[config.mk]
export PLATFORM = sky130hd
export DESIGN_NAME = mrd_sideband_align
export DESIGN_NICKNAME = d
export VERILOG_FILES = /design/src/rtl/mrd_sideband_align.sv
export SDC_FILE = /design/constraint.sdc
export NUM_CORES = 1
export LEC_CHECK = 0
export CAP_MARGIN = 15
export CORE_MARGIN = 2
export CORE_UTILIZATION = 37
export CTS_CLUSTER_SIZE = 20
export DETAILED_ROUTE_END_ITERATION = 12
export DONT_BUFFER_PORTS = 1
export PLACE_DENSITY = 0.6
export SKIP_CTS_REPAIR_TIMING = 1
export SLEW_MARGIN = 20
export SYNTH_ARGS = -nofsm -noshare
export SYNTH_HDL_FRONTEND = slang
export SYNTH_SLANG_ARGS = --single-unit
[constraint.sdc]
create_clock -name clk -period 1.9 [get_ports clk]
set_input_delay 0.285 -clock clk [delete_from_list [all_inputs] [get_ports clk]]
set_output_delay 0.285 -clock clk [all_outputs]
set_load 0.1 [all_outputs]
[src/rtl/mrd_sideband_align.sv]
// mrd_sideband_align
// -----------------------------------------------------------------------------
// Carries the per-lane write-back sideband (bank index, bank address, radix
// factor, valid) of the mixed-radix DFT stage through a fixed shift chain so
// that it arrives at memory in the same cycle as the butterfly/twiddle data.
// Two output taps are available: a long one for the twiddled path and a short
// one for the bypass path. Switching between them drains the chain first
// (in_ready is dropped) so items never overlap, duplicate or reorder.
//
// Ports
//   clk, rst_n        clock and asynchronous active-low reset
//   flush             synchronous clear of every in-flight item
//   in_valid/ready    input handshake; accept = in_valid && in_ready
//   in_short          item uses the short (bypass) latency
//   in_factor         radix factor travelling with the item
//   in_bank_index     LANES x wIDX packed bank indices, lane 0 in LSBs
//   in_bank_addr      LANES x wADDR packed bank addresses, lane 0 in LSBs
//   out_valid         aligned item present this cycle
//   out_factor/out_bank_index/out_bank_addr
//                     aligned sideband, held at the last value when idle
//   busy              items in flight, or draining for a latency change
// -----------------------------------------------------------------------------
module mrd_sideband_align #(
   parameter int LANES     = 5,
   parameter int wIDX      = 3,
   parameter int wADDR     = 8,
   parameter int LAT_LONG  = 24,
   parameter int LAT_SHORT = 3
) (
   input  logic                   clk,
   input  logic                   rst_n,
   input  logic                   flush,
   input  logic                   in_valid,
   output logic                   in_ready,
   input  logic                   in_short,
   input  logic [2:0]             in_factor,
   input  logic [LANES*wIDX-1:0]  in_bank_index,
   input  logic [LANES*wADDR-1:0] in_bank_addr,
   output logic                   out_valid,
   output logic [2:0]             out_factor,
   output logic [LANES*wIDX-1:0]  out_bank_index,
   output logic [LANES*wADDR-1:0] out_bank_addr,
   output logic                   busy
);

   localparam int IW = LANES * wIDX;
   localparam int AW = LANES * wADDR;
   localparam int CW = $clog2(LAT_LONG + 1);
   localparam int TW = $clog2(LAT_LONG);
   localparam logic [TW-1:0] TAP_LONG  = TW'(LAT_LONG - 1);
   localparam logic [TW-1:0] TAP_SHORT = TW'(LAT_SHORT - 1);

   typedef enum logic [1:0] {
      IDLE,
      RUN,
      DRAIN
   } state_t;

   state_t          state;
   logic            active_short;
   logic [CW-1:0]   cnt;
   logic [CW-1:0]   cnt_next;
   logic [TW-1:0]   tap;
   logic            accept;
   logic            retire;

   logic [LAT_LONG-1:0] v;
   logic [2:0]          fac_q  [LAT_LONG];
   logic [IW-1:0]       idx_q  [LAT_LONG];
   logic [AW-1:0]       addr_q [LAT_LONG];

   logic [2:0]          hold_fac;
   logic [IW-1:0]       hold_idx;
   logic [AW-1:0]       hold_addr;

   // A new item may enter whenever the chain is empty or it uses the same
   // latency as the items already in flight; a mismatching item waits.
   assign tap      = active_short ? TAP_SHORT : TAP_LONG;
   assign in_ready = !flush && ((cnt == '0) || (in_short == active_short));
   assign accept   = in_valid && in_ready;
   assign retire   = v[tap];
   assign busy     = (cnt != '0) || (state == DRAIN);

   // In-flight count: accept and retire in the same cycle cancel out.
   always_comb begin
      cnt_next = cnt;
      if (accept && !retire) begin
         cnt_next = cnt + CW'(1);
      end else if (!accept && retire) begin
         cnt_next = cnt - CW'(1);
      end
   end

   // Valid chain. Stages past the active tap never carry a valid bit, so an
   // item is presented exactly once and a leftover short item can never
   // resurface at the long tap after the mode changes.
   always_ff @(posedge clk or negedge rst_n) begin
      if (!rst_n) begin
         v <= '0;
      end else if (flush) begin
         v <= '0;
      end else begin
         v[0] <= accept;
         for (int k = 1; k < LAT_LONG; k++) begin
            v[k] <= (TW'(k) <= tap) ? v[k-1] : 1'b0;
         end
      end
   end

   // Data chain shifts unconditionally; contents of invalid stages are unused,
   // so no reset is needed here.
   always_ff @(posedge clk) begin
      fac_q[0]  <= in_factor;
      idx_q[0]  <= in_bank_index;
      addr_q[0] <= in_bank_addr;
      for (int k = 1; k < LAT_LONG; k++) begin
         fac_q[k]  <= fac_q[k-1];
         idx_q[k]  <= idx_q[k-1];
         addr_q[k] <= addr_q[k-1];
      end
   end

   // Remember the last retired sideband so the outputs stay stable between
   // items and read as zero straight out of reset.
   always_ff @(posedge clk or negedge rst_n) begin
      if (!rst_n) begin
         hold_fac  <= '0;
         hold_idx  <= '0;
         hold_addr <= '0;
      end else if (retire) begin
         hold_fac  <= fac_q[tap];
         hold_idx  <= idx_q[tap];
         hold_addr <= addr_q[tap];
      end
   end

   assign out_valid      = retire;
   assign out_factor     = retire ? fac_q[tap]  : hold_fac;
   assign out_bank_index = retire ? idx_q[tap]  : hold_idx;
   assign out_bank_addr  = retire ? addr_q[tap] : hold_addr;

   // Control FSM together with the counter and latency mode. The mode only
   // changes on an accept, and an accept with a different mode is only
   // possible once the chain is empty, so the tap never moves under an item.
   always_ff @(posedge clk or negedge rst_n) begin
      if (!rst_n) begin
         state        <= IDLE;
         cnt          <= '0;
         active_short <= 1'b0;
      end else if (flush) begin
         state <= IDLE;
         cnt   <= '0;
      end else begin
         cnt <= cnt_next;
         if (accept) begin
            active_short <= in_short;
         end
         case (state)
            IDLE: begin
               if (accept) begin
                  state <= RUN;
               end
            end
            RUN: begin
               if (!accept && (cnt_next == '0)) begin
                  state <= IDLE;
               end else if (in_valid && (in_short != active_short) && (cnt != '0)) begin
                  state <= DRAIN;
               end
            end
            DRAIN: begin
               if (cnt_next == '0) begin
                  state <= IDLE;
               end
            end
            default: state <= IDLE;
         endcase
      end
   end

endmodule

==> flow_summary.yaml <==
sta:
  fin_crit_ps: 2760
  slew_viol_final: 0
  rsz0062_at_grt: "true"
  worstMarginPinSlew_ps: 768
  finalWorstSetupSlack_ps: -862
  relSlewSlack: 0.486
  final_setup_fails: 69
  achievable-frequency_mhz: 362
  finalHoldViolCount: 90
  setup_tns_ps: -45490
  timing.clock.skew_ps: 31.6
  hold-worst-slack_ps: -760
  timing.final.crit_share: 1.45
worst_setup_path:
  worst_r2r_startpoint: "cnt[1]$_DFF_PN0_"
  worstPathMaxFanout: 6
  r2r.worst_path.cells: 9
  worstPathRequired_ps: 1620
  critPathCapture: "out_bank_addr[31]"
  crit_slowest_cell: "o21ai_4"
  worst_path_dominant_cell_family: "compound AO/OA/AOI/OAI gates"
  cp-end-kind: "primary output"
  critical_path.cell_chain: "mux2i_4, buf_6, buf_12, buf_8, o21ai_4"
  worst_ep_arrival_time_ps: 2480
  total_buffers_and_inverters_traversed_by_the_critical_path: 3
  setup.worst_path.start_class: "flip-flop"
  timing.reg2reg.setup_slack_ps: -370
  timing.critical_path.from: "active_short$_DFFE_PN0P_"
  path_class: "flip-flop to primary output"
  critical_path.reg2reg.endpoint: "state[0]$_DFFE_PN0P_"
  delay_of_the_slowest_cell_on_the_worst_path_ps: 580
  cp_num_cells: 5
synth:
  synthDominantCellAreaShare: 0.875
  synth_most_common_cell: "dfxtp_1"
  ys_types: 32
  syn-cell-area_mm2: 0.0318
  syn_nets: 1822
  post_synth.cell_area_avg_um2: 18.1
  synth_edf_count: 0
  synth-async-reset-ratio: 0.0607
  synth_flop_cell: "dfxtp_1"
  netlist.top_cell.by_area: "dfxtp_1"
  seq_area_frac_synth: 0.946
  yosys_register_bits: 1482
  netlist_top_cells_count: "dfxtp_1, dfrtp_1, mux2i_1, nand2_1, o21ai_0"
  number_of_cells_produced_by_synthesis: 1756
  synth_area_leaders: "dfxtp_1, dfrtp_1, mux2i_1"
  yosysWarningCount: 0
global_route:
  use_met1: 0.129
  antenna_found_initial: 2
  grt_max_degree: 91
  gr-usage-all-layers: 0.0970
  overflow: 0
  grt.met3_usage: 0.0352
  grt_first_pass_wirelength_mm: 67.9
  grt-busiest-layer: "met2"
  global_route_track_usage_on_met2: 0.135
  vias_in_the_first_global_route: 12900
die:
  floorplan.die.width_um: 297
  die_height_um: 297
  start_util: 0.373
  num_rows: 107
  core-area_mm2: 0.0853
  floorplan.io_pins: 124
  die_area_mm2: 0.0884
clock_network:
  cts_tree: "done"
  cts-buffers-inserted: 140
  ctsLongestPathBuffers: 3
  htreeDepth: 4
  clock-sinks: 1482
  worstSkewPairLatency_ps: 730
  worst_setup_hold_path_clk_slew_ps: 60
  clk_tree_root_cell: "clkbuf_16"
power_and_ir_drop:
  finalPower_mw: 72.9
  leakagePower_nw: 17.4
  power_density_mw_per_mm2: 1760
  power_frac_clock: 0.384
  sw_frac_of_total: 0.267
  seq_power_share: 0.465
  intPower_mw: 53.4
  combinationalPowerShare: 0.151
  power.net_switching_mw: 19.5
  peakVddDrop_v: 0.00141
placed_design:
  hpwlAfterDp_mm: 21.4
  gpl.final_weighted_congestion: 0.693
  post-place-ws_ps: -293
  placement.io_buffers: 0
  dpl-instance-area_mm2: 0.0354
route:
  drt_iter0_markers: 499
  route.detailed.drc: 0
  drt-wirelength-per-cell_um: 13.1
  wirelength_routed_mm: 43.5
  average_via_count_per_standard_cell: 3.78
  route.vias.total: 12600
  drt_pass1_iterations: 4
  number_of_routed_nets_with_antenna_violations: 0
layout:
  fin_area_mm2: 0.0415
  nets: 2133
  layout_cell_share_with_drive_strength_beyond_1: 0.213
  areaGrowthSynthToFinish_pct: 30.3
status:
  violations_in_the_final_reports: "hold timing, setup timing"
  run_status: "finished, violations left"
run:
  cap_violations: 0
worst_hold_path:
  hp-class: "primary input to asynchronous set/reset pin"
layout by cell type (no fill, tap or decap), drive strengths merged, types with 2 or more instances in the layout:
cell         count
diode            2
nor2b            5
clkbuf         193
nand4            2
nand3            3
ha               3
dfxtp         1392
inv             12
nor4b            2
dlygate4sd3     61
buf            126
mux2i           63
nor2             9
clkinvlp         9
and2            21
xnor2            5
dfrtp           90
clkinv          40
o21ai           60
nand2           62
nand2b           2
bufinv          10
state kept, by name, indices dropped and copies added, names as in the netlist:
signal,cells
v,24
hold_idx,15
cnt,5
fac_q,72
hold_fac,3
addr_q,960
idx_q,360
hold_addr,40
active_short,1
state,2
cell families (layout without fill, tap and decap cells):
logic type,Yosys count,in the layout,synth area share
flops,1482,1482,0.946
simple gates,107,107,0.0161
compound gates,65,65,0.0109
mux,64,64,0.0205
buf+inv,28,451,0.00350
xor+xnor,6,6,0.00165
fa+ha+maj,4,4,0.00149
other cells,0,2,0
per-stage QoR:
| step | cells | utilization |
|---|---|---|
| 5_1_grt | 3323 | 0.487 |
| 3_3_place_gp | 2977 | 0.415 |
| 6_report | 3325 | 0.487 |
| 2_1_floorplan | 1756 | - |
| 4_1_cts | 3231 | 0.472 |
| 3_5_place_dp | 2977 | 0.415 |
final cells by class:
class                           instances  area [um2]
Tap cell                             1144        1430
Inverter                                5        23.8
Clock buffer                          188        3940
Clock inverter                         66         912
Multi-Input combinational cell        246        2460
Fill cell                            6967       43800
Antenna cell                            2        5.00
Sequential cell                      1482       30100
Timing Repair Buffer                  192        2610
worst min path at each step:
stage	startpoint	endpoint	slack [ps]
2_1_floorplan	rst_n	active_short$_DFFE_PN0P_	-10
3_3_place_gp	rst_n	hold_fac[2]$_DFF_PN0_	-7
3_5_place_dp	rst_n	hold_fac[2]$_DFF_PN0_	-7
4_1_cts	rst_n	hold_idx[14]$_DFF_PN0_	-840
5_1_grt	rst_n	hold_idx[14]$_DFF_PN0_	-830
6_report	rst_n	hold_idx[14]$_DFF_PN0_	-760
power by group through the flow:
stage                     combinational [mW]  sequential (mW)  clock [mW]
after detailed placement                10.4             34.6           0
after CTS                               10.4             33.9        29.0
after global routing                    11.4             34.1        30.2
after floorplan                         7.06             34.3           0
after global placement                  10.2             34.5           0
final                                   11.0             33.9        28.0
routing by layer:
metal,vias up,share of wire
met3,113,0.050
met5,-,0
met4,0,0.032
li1,6173,-
met1,6033,0.49
met2,251,0.42
Note: power is estimated with default switching activity, not from simulation.
